`config.mk`:
```
export PLATFORM = sky130hd
export DESIGN_NAME = seq_mul8_ctrl
export DESIGN_NICKNAME = d
export VERILOG_FILES = /design/src/rtl/seq_mul8_ctrl.sv
export SDC_FILE = /design/constraint.sdc
export NUM_CORES = 1
export LEC_CHECK = 0
export ABC_AREA = 0
export CAP_MARGIN = 20
export CORE_ASPECT_RATIO = 0.5
export CORE_MARGIN = 2
export CORE_UTILIZATION = 35
export DETAILED_ROUTE_END_ITERATION = 12
export SYNTH_ARGS = -nofsm -noshare
export SYNTH_HDL_FRONTEND = slang
export SYNTH_SLANG_ARGS = --single-unit
```
`constraint.sdc`:
```
create_clock -name clk -period 7.05 [get_ports clk]
set_input_delay 1.0575 -clock clk [delete_from_list [all_inputs] [get_ports clk]]
set_output_delay 1.0575 -clock clk [all_outputs]
set_load 0.1 [all_outputs]
```
`src/rtl/seq_mul8_ctrl.sv`:
```
`default_nettype none
// ============================================================================
// Module   : seq_mul8_ctrl
// Brief    : 8x8 unsigned multiplier built from one shared 4x4 array
//            multiplier, sequenced over four partial-product steps.
// Revision : 1.0
// ============================================================================

// 4x4 unsigned combinational array multiplier: each row adds one
// AND-gated, shifted copy of x selected by one bit of y.
module mul4x4_array (
  input  logic [3:0] x,
  input  logic [3:0] y,
  output logic [7:0] p
);

  always_comb begin
    p = 8'd0;
    for (int i = 0; i < 4; i++) begin
      p = p + ({4'd0, x & {4{y[i]}}} << i);
    end
  end

endmodule

module seq_mul8_ctrl #(
  parameter bit EARLY_ZERO = 1'b1
) (
  input  logic        clk,
  input  logic        rst,
  input  logic        start,
  input  logic [7:0]  a,
  input  logic [7:0]  b,
  output logic        busy,
  output logic        done,
  output logic [15:0] product
);

  typedef enum logic [1:0] {
    IDLE = 2'd0,
    MUL  = 2'd1,
    DONE = 2'd2
  } state_t;

  state_t      state_q, state_d;
  logic [1:0]  step_q, step_d;
  logic [7:0]  a_q, a_d;
  logic [7:0]  b_q, b_d;
  logic [15:0] acc_q, acc_d;
  logic [15:0] product_q, product_d;

  logic [3:0]  mul_x;
  logic [3:0]  mul_y;
  logic [7:0]  mul_p;
  logic [3:0]  shamt;
  logic [15:0] pp_shifted;
  logic [15:0] acc_sum;

  // Step bit 0 selects the high nibble of a, step bit 1 the high nibble of b,
  // giving the order lo*lo, hi*lo, lo*hi, hi*hi.
  always_comb begin
    mul_x = step_q[0] ? a_q[7:4] : a_q[3:0];
    mul_y = step_q[1] ? b_q[7:4] : b_q[3:0];
    case (step_q)
      2'd0:    shamt = 4'd0;
      2'd3:    shamt = 4'd8;
      default: shamt = 4'd4;
    endcase
  end

  mul4x4_array u_mul (
    .x (mul_x),
    .y (mul_y),
    .p (mul_p)
  );

  // The full 8x8 product fits in 16 bits, so the accumulator cannot overflow.
  always_comb begin
    pp_shifted = {8'd0, mul_p} << shamt;
    acc_sum    = acc_q + pp_shifted;
  end

  always_comb begin
    state_d   = state_q;
    step_d    = step_q;
    a_d       = a_q;
    b_d       = b_q;
    acc_d     = acc_q;
    product_d = product_q;

    case (state_q)
      IDLE: begin
        if (start) begin
          a_d    = a;
          b_d    = b;
          acc_d  = 16'd0;
          step_d = 2'd0;
          if (EARLY_ZERO && ((a == 8'd0) || (b == 8'd0))) begin
            product_d = 16'd0;
            state_d   = DONE;
          end else begin
            state_d = MUL;
          end
        end
      end

      MUL: begin
        acc_d  = acc_sum;
        step_d = step_q + 2'd1;
        if (step_q == 2'd3) begin
          product_d = acc_sum;
          state_d   = DONE;
        end
      end

      DONE: begin
        state_d = IDLE;
      end

      default: begin
        state_d = IDLE;
      end
    endcase
  end

  always_ff @(posedge clk) begin
    if (rst) begin
      state_q   <= IDLE;
      step_q    <= 2'd0;
      a_q       <= 8'd0;
      b_q       <= 8'd0;
      acc_q     <= 16'd0;
      product_q <= 16'd0;
    end else begin
      state_q   <= state_d;
      step_q    <= step_d;
      a_q       <= a_d;
      b_q       <= b_d;
      acc_q     <= acc_d;
      product_q <= product_d;
    end
  end

  assign busy    = (state_q == MUL);
  assign done    = (state_q == DONE);
  assign product = product_q;

endmodule
`default_nettype wire
```
# ---- Word-level counts from Yosys, hierarchy flattened
# Cells that the tools add are included.
dict set report classes {
  eq_ne 6
  n_addsub 5
  muxes 15
  n_bitwise 4
  reduce_logical 10
  shift 1
}
# op count
set op_table {}
lappend op_table {{$mux W16} 4}
lappend op_table {{$pmux W16 S2} 2}
lappend op_table {{$add A16 B16 Y16} 1}
lappend op_table {{$and A4 B4 Y4} 4}
lappend op_table {{$logic_not A8 Y1} 2}
lappend op_table {{$shl A8 B4 Y16} 1}
lappend op_table {{$add A7 B7 Y8} 1}
lappend op_table {{$mux W2} 4}
lappend op_table {{$mux W4} 2}
lappend op_table {{$pmux W2 S2} 2}
lappend op_table {{$pmux W4 S2} 1}
lappend op_table {{$add A6 B6 Y7} 1}
lappend op_table {{$add A4 B5 Y6} 1}
lappend op_table {{$reduce_and A2 Y1} 3}
lappend op_table {{$eq A2 B2 Y1 const B} 2}
lappend op_table {{$logic_not A2 Y1} 2}
lappend op_table {{$ne A2 B2 Y1 const B} 2}
lappend op_table {{$reduce_and A4 Y1} 1}
lappend op_table {{$add A2 B1 Y2 const B} 1}
lappend op_table {{$eq A2 B1 Y1 const B} 1}
lappend op_table {{$ne A2 B1 Y1 const B} 1}
lappend op_table {{$reduce_bool A2 Y1} 1}
lappend op_table {{$logic_or A1 B1 Y1} 1}
dict set report word_totals {
  in_bits 19
  output_inout_bits 18
  ff_bits 52
  elab_cells 47
}

# ---- Depth between registers and ports, before layout
dict set report depth {
  depth_word 9
  ltp_mapped 21
  mapped_depth_nobuf 20
}

# ---- By module
# From an unflattened synthesis, not the netlist that was laid out.
dict set report unflattened {
  hier_cells 421
  hier_area_um2 3389.5
}
# module area_each_um2 n_inst seq_area_each_um2 cells_each
set by_module_without_submodules {}
lappend by_module_without_submodules {seq_mul8_ctrl 3004.1 1 1041.0 379}
lappend by_module_without_submodules {mul4x4_array 385.4 1 0.0 42}

# ---- Least setup slack after synthesis
# No wires, ideal clock.
dict set report synth_path {
  path_kind {flip-flop to flip-flop}
  from {register step_q[0]}
  to {register product_q[13], in the netlist product[13]}
  stages_incl_launch_ff 21
  setup_ns 0.122
  path_slack_ns 1.777
  t_arrival_ns 5.151
  path_cell_list {dfxtp_1 clkbuf_1 mux2i_1 nor2_1 fa_1 inv_1 fa_1 inv_1 ha_1 fa_1 a21o_1 or4b_4 a41oi_1 ha_1 and3_1 nand2_1 a21oi_1 nor2_1 o311ai_1 nor3b_1 a311o_1}
}
dict set report synth_between {
  elab_chain_len 9
}
# item line_no
set synth_rtl {}
lappend synth_rtl {{start: declaration} 46} ;# logic [1:0] step_q, step_d;
lappend synth_rtl {{start signal: assignment} 136} ;# step_q <= step_d;
lappend synth_rtl {{$mux W4} 62} ;# mul_x = step_q[0] ? a_q[7:4] : a_q[3:0];
lappend synth_rtl {{$and A4 B4 Y4} 20} ;# p = p + ({4'd0, x & {4{y[i]}}} << i);
lappend synth_rtl {{$add A4 B5 Y6} 20}
lappend synth_rtl {{$add A6 B6 Y7} 20}
lappend synth_rtl {{$add A7 B7 Y8} 20}
lappend synth_rtl {{$shl A8 B4 Y16} 79} ;# pp_shifted = {8'd0, mul_p} << shamt;
lappend synth_rtl {{$add A16 B16 Y16} 80} ;# acc_sum = acc_q + pp_shifted;
lappend synth_rtl {{$mux W16} 110} ;# if (step_q == 2'd3) begin
lappend synth_rtl {{$pmux W16 S2} 91} ;# case (state_q)
lappend synth_rtl {{end signal: assignment} 140} ;# product_q <= product_d;
lappend synth_rtl {{end: declaration} 50} ;# logic [15:0] product_q, product_d;
# Parallel ways exist; a longest one is shown, timed or not. The select of a mux whose other input is x is not followed.
# A chain may end at the register's enable or synchronous reset.

# ---- Worst setup path in the final report
# Ends and elaborated chain as after synthesis.

==> impl_metrics.json <==
{
  "grt_pass1_vias": 2738,
  "cp_max_fo": 8,
  "cp-start-kind": "flip-flop",
  "seq_area_um2": 1040,
  "syn_area_per_cell_um2": 8.02,
  "clk_latency_ps": 300,
  "htreeDepth": 2,
  "post_layout_nonfiller_instances": 553,
  "cts.sinks": 52,
  "r2r_cells": 19,
  "fin_area_um2": 3890,
  "syn_nets": 461,
  "synth_cell_types": 49,
  "drtIter0Drc": 158,
  "worstSetupPathType": "reg -> reg",
  "fin_tns_setup_ps": 0,
  "end_kind": "flip-flop",
  "hpwl_um": 5740,
  "skew_ps": 5.50,
  "vias": 2833,
  "gp_congestion": 0.845,
  "rrSetupSlack_ps": 1390,
  "worstSetupStartpoint": "step_q[0]$_SDFFE_PP0P_",
  "dr.pass1.iters": 4,
  "cts_tree": "yes",
  "path_clk_slew_ps": 70,
  "ys_seq_area_frac": 0.318,
  "fill_cells": 927,
  "die-area_um2": 10200,
  "io_pins": 37,
  "hold_path_class": "reg -> reg",
  "vdd_drop_max_mv": 0.0893,
  "period_needed_ps": 5660,
  "slew_violations": 0,
  "grt_usage": 0.160,
  "hold_buffers": 0,
  "post_cts_resized": 0,
  "cellLeakagePower_nw": 1.58,
  "final_cell_mix": "nand2_1 (57), dfxtp_1 (52), nor2_1 (51)",
  "antennaDiodeCount": 0,
  "cpMostUsedCell": "fa_1",
  "synth-edff-count": 0,
  "antenna_found_initial": 0,
  "placed_area_um2": 3720,
  "grt_max_degree": 60,
  "drt-vias-per-instance": 5.12,
  "rr_startpoint": "step_q[0]$_SDFFE_PP0P_",
  "post_cts_buffers": 0,
  "rsz0062_at_grt": "false",
  "crit_slowest_cell": "dfxtp_1",
  "worstPathArrival_ps": 5840,
  "die_y_um": 72.4,
  "yosysWarnings": 0,
  "p_per_area_nw_per_um2": 172,
  "reg2reg_to": "product[13]$_SDFFE_PP0P_",
  "fmax_mhz": 177,
  "drt-wirelength-per-cell_um": 13.8,
  "crit_chain": "mux2i_1, nor2_1, fa_1, inv_1, fa_1, inv_1, ha_1, fa_1, a21o_1, or4b_4, a41oi_1, ha_1, and3_1, nand2_1, a21oi_1, nor2_1, o311ai_1, nor3b_1, a311o_1",
  "cts.path.max_buffers": 2,
  "dp.cells": 544,
  "wirelength_um": 7650,
  "whs_ps": 453,
  "grt_first_pass_wirelength_um": 13300,
  "hold_viol": 0,
  "worst_slew_pin_slew_ps": 992,
  "drc": 0,
  "mostFrequentLayoutCell": "nand2_1",
  "final-setup-viol-count": 0,
  "ys_seq_elements": 52,
  "antenna_left": 0,
  "outcome": "finished, final reports clean",
  "nets": 487,
  "layout_worst_path_cycle_share": 0.802,
  "cp_slowest_stage_delay_ps": 540,
  "cts-root-buf": "clkbuf_16",
  "coreArea_um2": 8890,
  "multiInputGateArea_um2": 2110,
  "drive_above_1_share": 0.0436,
  "rows": 24,
  "worstPathRequired_ps": 7230,
  "synth_cells": 409,
  "die_x_um": 141,
  "grt_remaining_overflow": 0,
  "start_util": 0.369,
  "area_growth_pct": 18.7,
  "numCtsBuffers": 5,
  "io_buffers": 36,
  "ys.flop_type": "dfxtp_1",
  "cap_violations": 0,
  "maxSlewHeadroom": 0.337,
  "fin_util": 0.438,
  "critPathCapture": "product[13]$_SDFFE_PP0P_",
  "synthesis.area_um2": 3280,
  "synth_async_sr_flop_share": 0
}
==> worst max-delay path, delay by kind of cell, from the launching register on <==
| family | cells | cell delay, ps |
|---|---|---|
| compound gates | 5 | 1450 |
| fa+ha+maj | 5 | 1900 |
| buf+inv | 2 | 90 |
| flops | 1 | 540 |
| mux | 1 | 420 |
| simple gates | 6 | 1120 |
==> area by class of cell <==
class,instances,share of cell area
sequential,52,0.267
tap,117,0.0376
timing repair buffer,39,0.0971
clock buffer,5,0.0321
multi-input combinational,325,0.543
inverter,12,0.0116
clock inverter,3,0.0109
==> cells in the mapped netlist (2+ instances only) <==
| library cell | count | area (um2) |
|---|---|---|
| nand2_1 | 57 | 214 |
| dfxtp_1 | 52 | 1040 |
| nor2_1 | 51 | 191 |
| a21oi_1 | 46 | 230 |
| ha_1 | 27 | 338 |
| clkbuf_1 | 15 | 56.3 |
| mux2i_1 | 13 | 130 |
| nand3_1 | 12 | 60.1 |
| inv_1 | 11 | 41.3 |
| a22oi_1 | 9 | 67.6 |
| xnor2_1 | 9 | 78.8 |
| o21ai_0 | 8 | 40.0 |
| a21o_1 | 7 | 52.6 |
| a22o_1 | 7 | 61.3 |
| fa_1 | 6 | 120 |
| nand3b_1 | 6 | 45.0 |
| nor2b_1 | 6 | 37.5 |
| nor3_1 | 6 | 30.0 |
| xor2_1 | 6 | 52.6 |
| nor3b_1 | 5 | 37.5 |
| o21ai_1 | 5 | 25.0 |
| or4_1 | 5 | 37.5 |
| or2_2 | 4 | 25.0 |
| and2_1 | 3 | 18.8 |
| buf_1 | 3 | 11.3 |
| nand2b_1 | 3 | 18.8 |
| and3_1 | 2 | 12.5 |
| buf_2 | 2 | 10.0 |
| nor4b_1 | 2 | 17.5 |
| o21bai_1 | 2 | 15.0 |
==> layer usage <==
metal	wire length, um	up-vias	track usage
li1	-	1487	-
met1	4240	1284	0.233
met2	2990	52	0.237
met3	307	10	0.0363
met4	115	0	0.0456
met5	0	-	0
==> cell families after synthesis <==
logic type	count (synthesis)	synth area share
AND/OR/NAND/NOR	167	0.241
buffers and inverters	32	0.0374
AO/OA/AOI/OAI	97	0.184
adder cells (fa/ha/maj)	33	0.140
XOR/XNOR	15	0.0401
flip-flops	52	0.318
multiplexers	13	0.0397
==> worst min path at each step <==
stage | from | endpoint | slack (ps) | cells after the start
2_1_floorplan | a_q[0]$_SDFFE_PP0P_ | a_q[0]$_SDFFE_PP0P_ | 440 | 2
3_3_place_gp | product[3]$_SDFFE_PP0P_ | product[3]$_SDFFE_PP0P_ | 440 | 2
3_5_place_dp | product[6]$_SDFFE_PP0P_ | product[6]$_SDFFE_PP0P_ | 450 | 2
4_1_cts | product[6]$_SDFFE_PP0P_ | product[6]$_SDFFE_PP0P_ | 460 | 2
5_1_grt | product[1]$_SDFFE_PP0P_ | product[1]$_SDFFE_PP0P_ | 470 | 2
6_report | product[8]$_SDFFE_PP0P_ | product[8]$_SDFFE_PP0P_ | 450 | 2
==> state kept, by name, indices dropped and copies added (netlist names) <==
name     cells
a_q          8
step_q       2
acc_q       16
state_q      2
product     16
b_q          8
==> per-stage QoR <==
step / power, mW / worst slack, ps
after global routing: 0.699 / 1060
final: 0.670 / 1390
after detailed placement: 0.392 / 1450
after global placement: 0.392 / 1580
after CTS: 0.675 / 1410
after floorplan: 0.366 / 1780
==> power by group <==
group	total, mW	switching, mW	leakage (nW)	internal, mW
clock	0.284	0.117	0.0798	0.167
combinational	0.0793	0.0494	1.08	0.0299
sequential	0.307	0.00558	0.422	0.301
total	0.670	0.172	1.58	0.498
(Power assumes the default switching activity.)
